[src/rtl/seq_rca.sv]
// seq_rca: sequential ripple-carry adder/subtractor.
// Each clock cycle it adds one CHUNK-bit slice, starting with the least significant slice.
// A result is ready NCHUNK cycles after the operands are accepted.
// Parameters: WIDTH (operand/sum width), CHUNK (bits per cycle); WIDTH must be a multiple of CHUNK.
// Ports:
//   clk    rising-edge clock
//   reset  synchronous active-high reset
//   start  request, accepted when not busy (IDLE or DONE)
//   i0/i1  operands A/B, sampled on the accepting edge
//   cin    carry-in for add (ignored for subtract)
//   sub    1 = A - B, 0 = A + B + cin
//   busy   high while slices are being added
//   done   one-cycle result-valid pulse
//   o      sum/difference; cout = carry out of MSB (1 = no borrow); ovf = signed overflow
module seq_rca #(
  parameter int unsigned WIDTH = 8,
  parameter int unsigned CHUNK = 4
) (
  input  logic             clk,
  input  logic             reset,
  input  logic             start,
  input  logic [WIDTH-1:0] i0,
  input  logic [WIDTH-1:0] i1,
  input  logic             cin,
  input  logic             sub,
  output logic             busy,
  output logic             done,
  output logic [WIDTH-1:0] o,
  output logic             cout,
  output logic             ovf
);

  localparam int unsigned NCHUNK = WIDTH / CHUNK;
  localparam int unsigned IDX_W  = (NCHUNK > 1) ? $clog2(NCHUNK) : 1;

  typedef enum logic [1:0] {
    IDLE = 2'd0,
    RUN  = 2'd1,
    DONE = 2'd2
  } state_t;

  state_t           state;
  logic [WIDTH-1:0] a_q;
  logic [WIDTH-1:0] b_q;      // already inverted for subtract
  logic             carry_q;  // carry between slices
  logic [IDX_W-1:0] idx;

  logic [CHUNK-1:0] a_sl;
  logic [CHUNK-1:0] b_sl;
  logic [CHUNK:0]   sl_sum;
  logic             last_sl;
  logic             msb_cin;
  logic [WIDTH-1:0] o_next;

  // Current slice add; the carry into the MSB is recovered from the top sum bit
  always_comb begin
    a_sl    = CHUNK'(a_q >> (idx * CHUNK));
    b_sl    = CHUNK'(b_q >> (idx * CHUNK));
    sl_sum  = {1'b0, a_sl} + {1'b0, b_sl} + (CHUNK + 1)'(carry_q);
    last_sl = (idx == IDX_W'(NCHUNK - 1));
    msb_cin = a_sl[CHUNK-1] ^ b_sl[CHUNK-1] ^ sl_sum[CHUNK-1];
    o_next  = o | (WIDTH'(sl_sum[CHUNK-1:0]) << (idx * CHUNK));
  end

  // Control FSM and datapath registers
  always_ff @(posedge clk) begin
    if (reset) begin
      state   <= IDLE;
      a_q     <= '0;
      b_q     <= '0;
      carry_q <= 1'b0;
      idx     <= '0;
      busy    <= 1'b0;
      done    <= 1'b0;
      o       <= '0;
      cout    <= 1'b0;
      ovf     <= 1'b0;
    end else begin
      case (state)
        IDLE, DONE: begin
          done <= 1'b0;
          if (start) begin
            a_q     <= i0;
            b_q     <= sub ? ~i1 : i1;
            carry_q <= sub ? 1'b1 : cin;
            idx     <= '0;
            o       <= '0;
            busy    <= 1'b1;
            state   <= RUN;
          end else begin
            state <= IDLE;
          end
        end
        RUN: begin
          o       <= o_next;
          carry_q <= sl_sum[CHUNK];
          idx     <= idx + IDX_W'(1);
          if (last_sl) begin
            state <= DONE;
            busy  <= 1'b0;
            done  <= 1'b1;
            cout  <= sl_sum[CHUNK];
            ovf   <= msb_cin ^ sl_sum[CHUNK];
          end
        end
        default: state <= IDLE;
      endcase
    end
  end

endmodule

[config.mk]
export PLATFORM = sky130hd
export DESIGN_NAME = seq_rca
export DESIGN_NICKNAME = d
export VERILOG_FILES = /design/src/rtl/seq_rca.sv
export SDC_FILE = /design/constraint.sdc
export NUM_CORES = 1
export LEC_CHECK = 0
export BUFFER_PORTS_ARGS = -buffer_cell sky130_fd_sc_hd__buf_2
export CAP_MARGIN = 20
export CORE_AREA = 4 4 57 59
export CTS_CLUSTER_SIZE = 28
export DETAILED_ROUTE_END_ITERATION = 16
export DIE_AREA = 0 0 61 63
export PLACE_DENSITY = 0.79
export SLEW_MARGIN = 20
export SYNTH_ARGS = -nofsm -noshare
export SYNTH_HDL_FRONTEND = slang
export SYNTH_SLANG_ARGS = --single-unit
[constraint.sdc]
create_clock -name clk -period 5.55 [get_ports clk]
set_input_delay 0.555 -clock clk [delete_from_list [all_inputs] [get_ports clk]]
set_output_delay 0.555 -clock clk [all_outputs]
set_load 0.1 [all_outputs]
Word-level counts from Yosys, hierarchy flattened --
Cells that the tools add are included.
Cells by class: add/subtract/negate cells 3, multipliers 0, divide/modulo/power cells 0, $lt $le $gt $ge 0, eq/ne operators 4, shift-type cells 3, multiplexer cells 16, bitwise gates (word level) 5, reduce and logical (&&, ||, !) cells 8
Operators with widths (number):
- two-way mux 8 bit | 2
- case mux 8 bit (2 select lines) | 1
- right shift 8 x 3 -> 4 bit | 2
- inverter 8 bit | 1
- bitwise OR 8 bit | 1
- case mux 1 bit (2 select lines) | 4
- AND reduction 2 bit | 4
- << shifter 4 x 3 -> 8 bit | 1
- two-way mux 1 bit | 7
- adder 4 x 4 -> 5 bit | 1
- adder 5 x 1 -> 5 bit | 1
- inequality test 2 bit (second input constant) | 2
- case mux 2 bit (2 select lines) | 1
- AND reduction 3 bit | 1
- bitwise XOR 1 bit | 3
- equality test 2 x 1 -> 1 bit (second input constant) | 1
- equality test 2 bit (second input constant) | 1
- logical NOT 2 bit | 1
- two-way mux 2 bit | 1
- nonzero test 2 bit | 1
- OR reduction 2 bit | 1
- adder 1 bit (second input constant) | 1
Word-level totals: bits in registers 32, latch bits 0, RAM bits 0, bits in read-only memories 0, input port bits 21, output and inout bits 12, memories kept 0

Depth between registers and ports, before layout --
Gate-level depths: netlist (run 1).
word-level depth 6, mapped depth 8, depth with buffers taken out 7

Least setup slack after synthesis (run 1) --
Ideal clock, no wire load.
path kind reg2reg, start register idx, end register ovf, data arrival time 2349 ps, data required time 5413 ps, slack 3064 ps, stages on the path, launching flop included 9, cell sequence dfxtp_1 buf_2 mux2_2 fa_1 fa_1 a21o_1 a21oi_4 xnor2_1 a211oi_2
Between the ends: word-level cells in the longest chain between the ends 5
Ends and longest elaborated chain:
- from (decl) | line 46 | logic [IDX_W-1:0] idx;
- from (signal assigned) | line 97 | idx <= idx + IDX_W'(1);
- right shift 8 x 3 -> 4 bit, on equally long branches | line 57, 58
- adder 4 x 4 -> 5 bit | line 59 | sl_sum = {1'b0, a_sl} + {1'b0, b_sl} + (CHUNK + 1)'(carry_q);
- adder 5 x 1 -> 5 bit | line 59
- bitwise XOR 1 bit | line 61 | msb_cin = a_sl[CHUNK-1] ^ b_sl[CHUNK-1] ^ sl_sum[CHUNK-1];
- bitwise XOR 1 bit | line 103 | ovf <= msb_cin ^ sl_sum[CHUNK];
- to (signal assigned) | line 103
- to (decl) | line 30 | output logic ovf
Parallel ways exist; a longest one is shown, timed or not. A chain may end at the register's enable or synchronous reset.

Final worst setup path (run 1) --
Ends and elaborated chain as after synthesis.

==> impl_metrics.json, run 1 <==
{
  "cp.required_ps": 5760,
  "power_frac_comb_pct": 19.7,
  "hold-path-endpoint": "a_q[3]$_SDFFE_PP0P_",
  "async_reset_ff_share_pct": 0,
  "yosys.area_share.simple_pct": 13.7,
  "core_area_um2": 2710,
  "postCtsSetupBuffers": 0,
  "drt_pass1_iterations": 4,
  "drive_gt1_share_pct": 30.4,
  "slew_headroom_pct": 57.5,
  "synth_adder_area_share_pct": 5.22,
  "ir_drop_uv": 249,
  "synthCells": 156,
  "synth_top_family_by_area": "compound AO/OA/AOI/OAI gates",
  "grt_pass1_vias": 1126,
  "rrSetupSlack_ps": 2820,
  "cts.sinks": 32,
  "antenna_left": 0,
  "grt-ovfl-total": 0,
  "r2r-start": "idx$_SDFFE_PP0P_",
  "diodes": 0,
  "synth_nets": 182,
  "worst_pin_slew_ps": 637,
  "synth_cell_types": 30,
  "grtUsageMet3_pct": 4.96,
  "setup_viol": 0,
  "cts-buffers-inserted": 5,
  "n_fill_cell": 250,
  "reg2reg_to": "ovf$_SDFFE_PP0P_",
  "dr.first_iter.drc_count": 45,
  "clk_latency_ps": 340,
  "clkTransAtPathRegs_ps": 110,
  "final_cell_mix": "dfxtp_1 (32), buf_2 (32), nor2_1 (21), nand2_1 (17), a21oi_1 (13)",
  "io_pins": 33,
  "hold_depth": 3,
  "dieHeight_um": 63,
  "cts_tree": "built",
  "period_needed_ps": 2730,
  "finalHoldViolCount": 0,
  "p_int_mw": 0.404,
  "synth_xor_area_share_pct": 7.07,
  "wirelength_mm": 2.92,
  "pwr_density_cell_nw_per_um2": 333,
  "synth.area.mux_share_pct": 6.06,
  "period_share_pct": 49.1,
  "startpoint_type": "register",
  "min_from": "i0[3]",
  "synth-edff-count": 0,
  "placed_cell_area_um2": 1610,
  "swShare_pct": 28.9,
  "htree_levels": 2,
  "area_growth_pct": 14.7,
  "ys_seq_elements": 32,
  "cts_buffer_depth": 2,
  "r2r_cells": 7,
  "post_cts_resized": 0,
  "grt_setup_unrepaired": "false",
  "pwr-share-clk_pct": 35.3,
  "fin_nets": 209,
  "drc": 0,
  "wl_per_cell_um": 13.6,
  "syn_area_um2": 1490,
  "initial_core_util_pct": 54.8,
  "switching_power_mw": 0.164,
  "die_area_um2": 3840,
  "crit_family": "adder cells",
  "busiest_layer": "met2",
  "cpMostUsedCell": "fa_1",
  "synth-compound-area-share_pct": 19.0,
  "finalSetupTns_ps": 0,
  "worstPathMaxFanout": 14,
  "p_seq_share_pct": 45.1,
  "crit_chain": "mux2_2 -> fa_1 -> fa_1 -> a21o_1 -> a21oi_4 -> xnor2_1 -> a211oi_2",
  "ys_seq_area_share_pct": 43.1,
  "max_freq_mhz": 367,
  "vias": 1155,
  "drv_slew": 0,
  "path_class": "register to register",
  "crit_buf_inv": 0,
  "skew_ps": 14.6,
  "via_per_inst": 5.37,
  "use_met2_pct": 27.8,
  "detailed_place_hpwl_mm": 2.12,
  "ys.flop_type": "dfxtp_1",
  "avgSynthCellArea_um2": 9.53,
  "grt_max_degree": 35,
  "io_buffers": 32,
  "static-leakage-power_nw": 0.736,
  "grt_pass1_wl_mm": 4.80,
  "antenna_found_initial": 0,
  "cp_slowest_cell": "dfxtp_1",
  "end_kind": "register",
  "die_w_um": 61,
  "cp.arrival_ps": 2930,
  "holdBufCountCts": 0,
  "slowest_delay_ps": 670,
  "yosysWarnings": 0,
  "grt_util_all_layers_pct": 17.1,
  "status": "finished clean",
  "fin_area_um2": 1710,
  "hold_class": "input pin to register",
  "place.gp.congestion": 0.781,
  "cap_violations": 0,
  "use_met1_pct": 19.1,
  "cts_root_buf": "clkbuf_4",
  "row_count": 19
}
-- registers in the layout (all words and copies together), names as in the netlist, 2 cells and up --
register	count
a_q	8
state	2
o	8
b_q	8
-- cell families (layout without fill, tap and decap cells) --
| logic type | after synthesis | after routing |
|---|---|---|
| simple gates | 47 | 47 |
| compound gates | 38 | 38 |
| flops | 32 | 32 |
| buf+inv | 14 | 42 |
| xor+xnor | 12 | 12 |
| mux | 8 | 8 |
| fa+ha+maj | 5 | 5 |
-- worst reg2reg max path: stages, from the launching register on --
cell and delay [ps]:
dfxtp_1 670, mux2_2 410, fa_1 440, fa_1 420
a21o_1 230, a21oi_4 180, xnor2_1 150, a211oi_2 80
-- cell usage after synthesis (2+ instances only) --
| cell | instances | share of area (%) |
|---|---|---|
| xnor2_1 | 10 | 5.9 |
| mux2_2 | 8 | 6.1 |
| fa_1 | 2 | 2.7 |
| buf_6 | 2 | 1.5 |
| a211oi_1 | 6 | 3.0 |
| a22oi_1 | 6 | 3.0 |
| nor2_1 | 21 | 5.3 |
| xor2_1 | 2 | 1.2 |
| buf_2 | 3 | 1.0 |
| o31ai_1 | 2 | 1.0 |
| a211oi_2 | 4 | 3.4 |
| a21oi_1 | 13 | 4.4 |
| nand3b_1 | 3 | 1.5 |
| nor3b_1 | 2 | 1.0 |
| buf_4 | 4 | 2.0 |
| ha_1 | 3 | 2.5 |
| dfxtp_1 | 32 | 43 |
| nand2_1 | 17 | 4.3 |
| clkbuf_1 | 4 | 1.0 |
| a21o_1 | 2 | 1.0 |
-- power by group through the flow --
stage | clock (mW) | combinational [mW] | sequential, mW
floorplan | 0 | 0.0696 | 0.284
global placement | 0 | 0.109 | 0.261
detailed placement | 0 | 0.112 | 0.261
CTS | 0.204 | 0.113 | 0.256
global route | 0.212 | 0.122 | 0.258
finish | 0.200 | 0.112 | 0.256
-- cell type report --
class                           instances  area, µm²  area share, %
Multi-Input combinational cell        110        759           44.5
Sequential cell                        32        641           37.6
Clock inverter                          1       30.0           1.76
Clock buffer                            7       65.1           3.82
Timing Repair Buffer                   33        168           9.83
Inverter                                1       3.75          0.220
Tap cell                               31       38.8           2.27
-- worst max path at each step --
stage,start,to,slack [ps],cells past startpoint
floorplan,idx$_SDFFE_PP0P_,ovf$_SDFFE_PP0P_,3060,8
global placement,idx$_SDFFE_PP0P_,ovf$_SDFFE_PP0P_,2970,7
detailed placement,idx$_SDFFE_PP0P_,ovf$_SDFFE_PP0P_,2830,7
CTS,idx$_SDFFE_PP0P_,ovf$_SDFFE_PP0P_,2830,7
global route,idx$_SDFFE_PP0P_,ovf$_SDFFE_PP0P_,2710,7
finish,idx$_SDFFE_PP0P_,ovf$_SDFFE_PP0P_,2820,7
-- through the flow --
step                std cells  utilization, %  setup WS [ps]  hold slack (ps)  power (mW)
floorplan                 156               -           3060              433       0.354
global placement          207            59.4           2970              441       0.370
detailed placement        207            59.4           2830              451       0.374
CTS                       215            62.9           2830              433       0.573
global route              215            62.9           2710              437       0.592
finish                    215            62.9           2820              450       0.568
-- routing by layer --
metal	wire [µm]	up-vias	part of all wire (%)
met5	0	-	0
met3	155	8	5.3
met1	1220	531	42
li1	-	589	-
met2	1470	27	50
met4	81	0	2.8
(Power assumes the default switching activity.)
==> run 2, diff against run 1 <==
--- a/config.mk
+++ b/config.mk
@@ -5,13 +5,14 @@
 export SDC_FILE = /design/constraint.sdc
 export NUM_CORES = 1
 export LEC_CHECK = 0
+export ABC_AREA = 1
 export BUFFER_PORTS_ARGS = -buffer_cell sky130_fd_sc_hd__buf_2
 export CAP_MARGIN = 20
-export CORE_AREA = 4 4 57 59
+export CORE_AREA = 4 4 61 63
 export CTS_CLUSTER_SIZE = 28
 export DETAILED_ROUTE_END_ITERATION = 16
-export DIE_AREA = 0 0 61 63
-export PLACE_DENSITY = 0.79
+export DIE_AREA = 0 0 65 67
+export PLACE_DENSITY = 0.72
 export SLEW_MARGIN = 20
 export SYNTH_ARGS = -nofsm -noshare
 export SYNTH_HDL_FRONTEND = slang
==> constraint.sdc (replaced) <==
create_clock -name clk -period 2.27 [get_ports clk]
set_input_delay 0.227 -clock clk [delete_from_list [all_inputs] [get_ports clk]]
set_output_delay 0.227 -clock clk [all_outputs]
set_load 0.1 [all_outputs]
==> run 2 against run 1 <==
Register-to-register slack got worse by 2600 ps. Clock-buffer cell count fell by 1. Sequential power rose by 140%. Clock power rose by 46%. First-iteration DRC count rose by 31%. Non-clock buffer count rose by 2. Largest power group unchanged.
==> impl_metrics.json, run 2 <==
{
  "grt_pass1_wl_mm": 4.79,
  "grt_pass1_vias": 1114,
  "hold_class": "input pin to register",
  "cpMostUsedCell": "nand3_1",
  "vias": 1223,
  "fin_nets": 250,
  "swShare_pct": 33.0,
  "postCtsSetupBuffers": 0,
  "grtUsageMet3_pct": 6.41,
  "antenna_found_initial": 0,
  "syn_area_um2": 1450,
  "final_cell_mix": "nand2_1 (49), dfxtp_1 (32), buf_2 (32), o21ai_0 (19), a21oi_1 (18)",
  "synth_cell_types": 21,
  "synth-edff-count": 0,
  "io_pins": 33,
  "drv_slew": 0,
  "timing.final.ws_setup_ps": 215,
  "avgSynthCellArea_um2": 7.57,
  "finalSetupTns_ps": 0,
  "p_seq_share_pct": 51.9,
  "wirelength_mm": 2.82,
  "drt_pass1_iterations": 4,
  "initial_core_util_pct": 44.8,
  "clkTransAtPathRegs_ps": 90,
  "antenna_left": 0,
  "worstPathMaxFanout": 7,
  "detailed_place_hpwl_mm": 2.10,
  "io_buffers": 32,
  "drive_gt1_share_pct": 21.0,
  "cts.sinks": 32,
  "row_count": 21,
  "rrSetupSlack_ps": 220,
  "yosys-top-cells-area": "dfxtp_1 (44%), nand2_1 (13%), o21ai_0 (6.6%), a21oi_1 (6.2%), nand3_1 (4.8%)",
  "reg_top3": "a_q (8), b_q (8), o (8)",
  "area_growth_pct": 16.4,
  "cts_buffer_depth": 2,
  "status": "finished clean",
  "placed_cell_area_um2": 1640,
  "cts-buffers-inserted": 5,
  "skew_ps": 8.21,
  "slowest_delay_ps": 460,
  "diodes": 0,
  "grt_util_all_layers_pct": 14.8,
  "r2r_cells": 11,
  "cp.required_ps": 2500,
  "drc": 0,
  "grt_max_degree": 25,
  "setup_viol": 0,
  "crit_chain": "inv_2 -> nand2_1 -> nand2_1 -> fa_1 -> fa_1 -> nand3_1 -> nand3_1 -> nand3_1 -> nand3_1 -> nand2_1 -> inv_1",
  "fin_area_um2": 1680,
  "stdcell_count": 270,
  "p_int_mw": 0.804,
  "holdBufCountCts": 0,
  "power_frac_comb_pct": 23.7,
  "cap_violations": 0,
  "period_share_pct": 90.5,
  "yosysWarnings": 0,
  "wl_per_cell_um": 10.4,
  "dr.first_iter.drc_count": 59,
  "place.gp.congestion": 0.842,
  "cts_tree": "built",
  "reg2reg_to": "ovf$_SDFFE_PP0P_",
  "die_area_um2": 4360,
  "synthCells": 191,
  "max_freq_mhz": 487,
  "busiest_layer": "met2",
  "finalHoldViolCount": 0,
  "via_per_inst": 4.53,
  "grt_setup_unrepaired": "false",
  "ys_seq_elements": 32,
  "die_w_um": 65,
  "async_reset_ff_share_pct": 0,
  "synth_most_common_cell": "nand2_1",
  "pwr_density_cell_nw_per_um2": 712,
  "dieHeight_um": 67,
  "cts_root_buf": "clkbuf_4",
  "crit_buf_inv": 2,
  "ys.flop_type": "dfxtp_1",
  "final_common_cell": "nand2_1",
  "startpoint_type": "register",
  "synth_nets": 217,
  "worst_pin_slew_ps": 550,
  "yosys.area.top_type": "dfxtp_1",
  "hold_depth": 3,
  "period_needed_ps": 2050,
  "use_met1_pct": 16.8,
  "cp_slowest_cell": "dfxtp_1",
  "min_from": "i0[3]",
  "hold-path-endpoint": "a_q[3]$_SDFFE_PP0P_",
  "switching_power_mw": 0.396,
  "synth_top_area_share_pct": 44.3,
  "pwr-share-clk_pct": 24.4,
  "path_class": "register to register",
  "slew_headroom_pct": 63.3,
  "post_cts_resized": 0,
  "use_met2_pct": 24.4,
  "r2r-start": "idx$_SDFFE_PP0P_",
  "placedCellCount": 263,
  "grt-ovfl-total": 0,
  "end_kind": "register",
  "ir_drop_uv": 294,
  "htree_levels": 2,
  "cp.arrival_ps": 2290,
  "static-leakage-power_nw": 0.802,
  "ys_seq_area_share_pct": 44.3,
  "pre_cts_slack_ps": 239,
  "core_area_um2": 3230,
  "ys_top_cells_by_count": "nand2_1 (49), dfxtp_1 (32), o21ai_0 (19), a21oi_1 (18), nor2_1 (15)",
  "clk_latency_ps": 330,
  "crit_family": "adder cells"
}
==> run 2: worst max path at each step <==
stage                      from                to  slack (ps)  depth (start not counted)
2_1_floorplan  idx$_SDFFE_PP0P_  ovf$_SDFFE_PP0P_         180                         10
3_3_place_gp   idx$_SDFFE_PP0P_  ovf$_SDFFE_PP0P_         300                         11
3_5_place_dp   idx$_SDFFE_PP0P_  ovf$_SDFFE_PP0P_         240                         11
4_1_cts        idx$_SDFFE_PP0P_  ovf$_SDFFE_PP0P_         220                         11
5_1_grt        idx$_SDFFE_PP0P_  ovf$_SDFFE_PP0P_          60                         11
6_report       idx$_SDFFE_PP0P_  ovf$_SDFFE_PP0P_         220                         11
==> run 2: power by group through the flow <==
stage                     registers (mW)  clock network [mW]  logic [mW]
final                              0.623               0.292       0.284
after detailed placement           0.636                   0       0.285
after CTS                          0.624               0.305       0.286
after floorplan                    0.702                   0       0.158
after global routing               0.629               0.334       0.316
after global placement             0.635                   0       0.283
==> run 2: tightest hold or removal path: stages <==
cell and delay (ps):
buf_2 70, o21ai_0 70, nor2_1 80
==> run 2: per-stage QoR <==
stage | util, % | power, mW | hold WS, ps
finish | 52.1 | 1.20 | 147
global route | 52.1 | 1.28 | 133
CTS | 52.1 | 1.21 | 134
detailed placement | 50.7 | 0.921 | 444
global placement | 50.7 | 0.918 | 440
floorplan | - | 0.860 | 390
==> run 2: cells by family after synthesis <==
group                      share of synthesized area (%)
adders and majority gates                           5.36
xor gates and xnor gates                            5.45
DFF                                                 44.3
and+or+nand+nor                                     23.9
AOI/OAI and AO/OA                                   13.8
buffers and inverters                               7.27
==> run 2: layout make-up <==
class	instances	area [µm²]
clock buffer	6	41.3
clock inverter	1	5.00
fill	356	1550
inverter	15	56.3
multi-input combinational	135	701
sequential	32	641
tap	46	57.6
timing repair buffer	35	183
==> run 2: metal layers <==
metal	vias up	share of wire, %
met1	515	47
met3	4	7.2
met4	0	1.4
li1	673	-
met2	31	44
met5	-	0
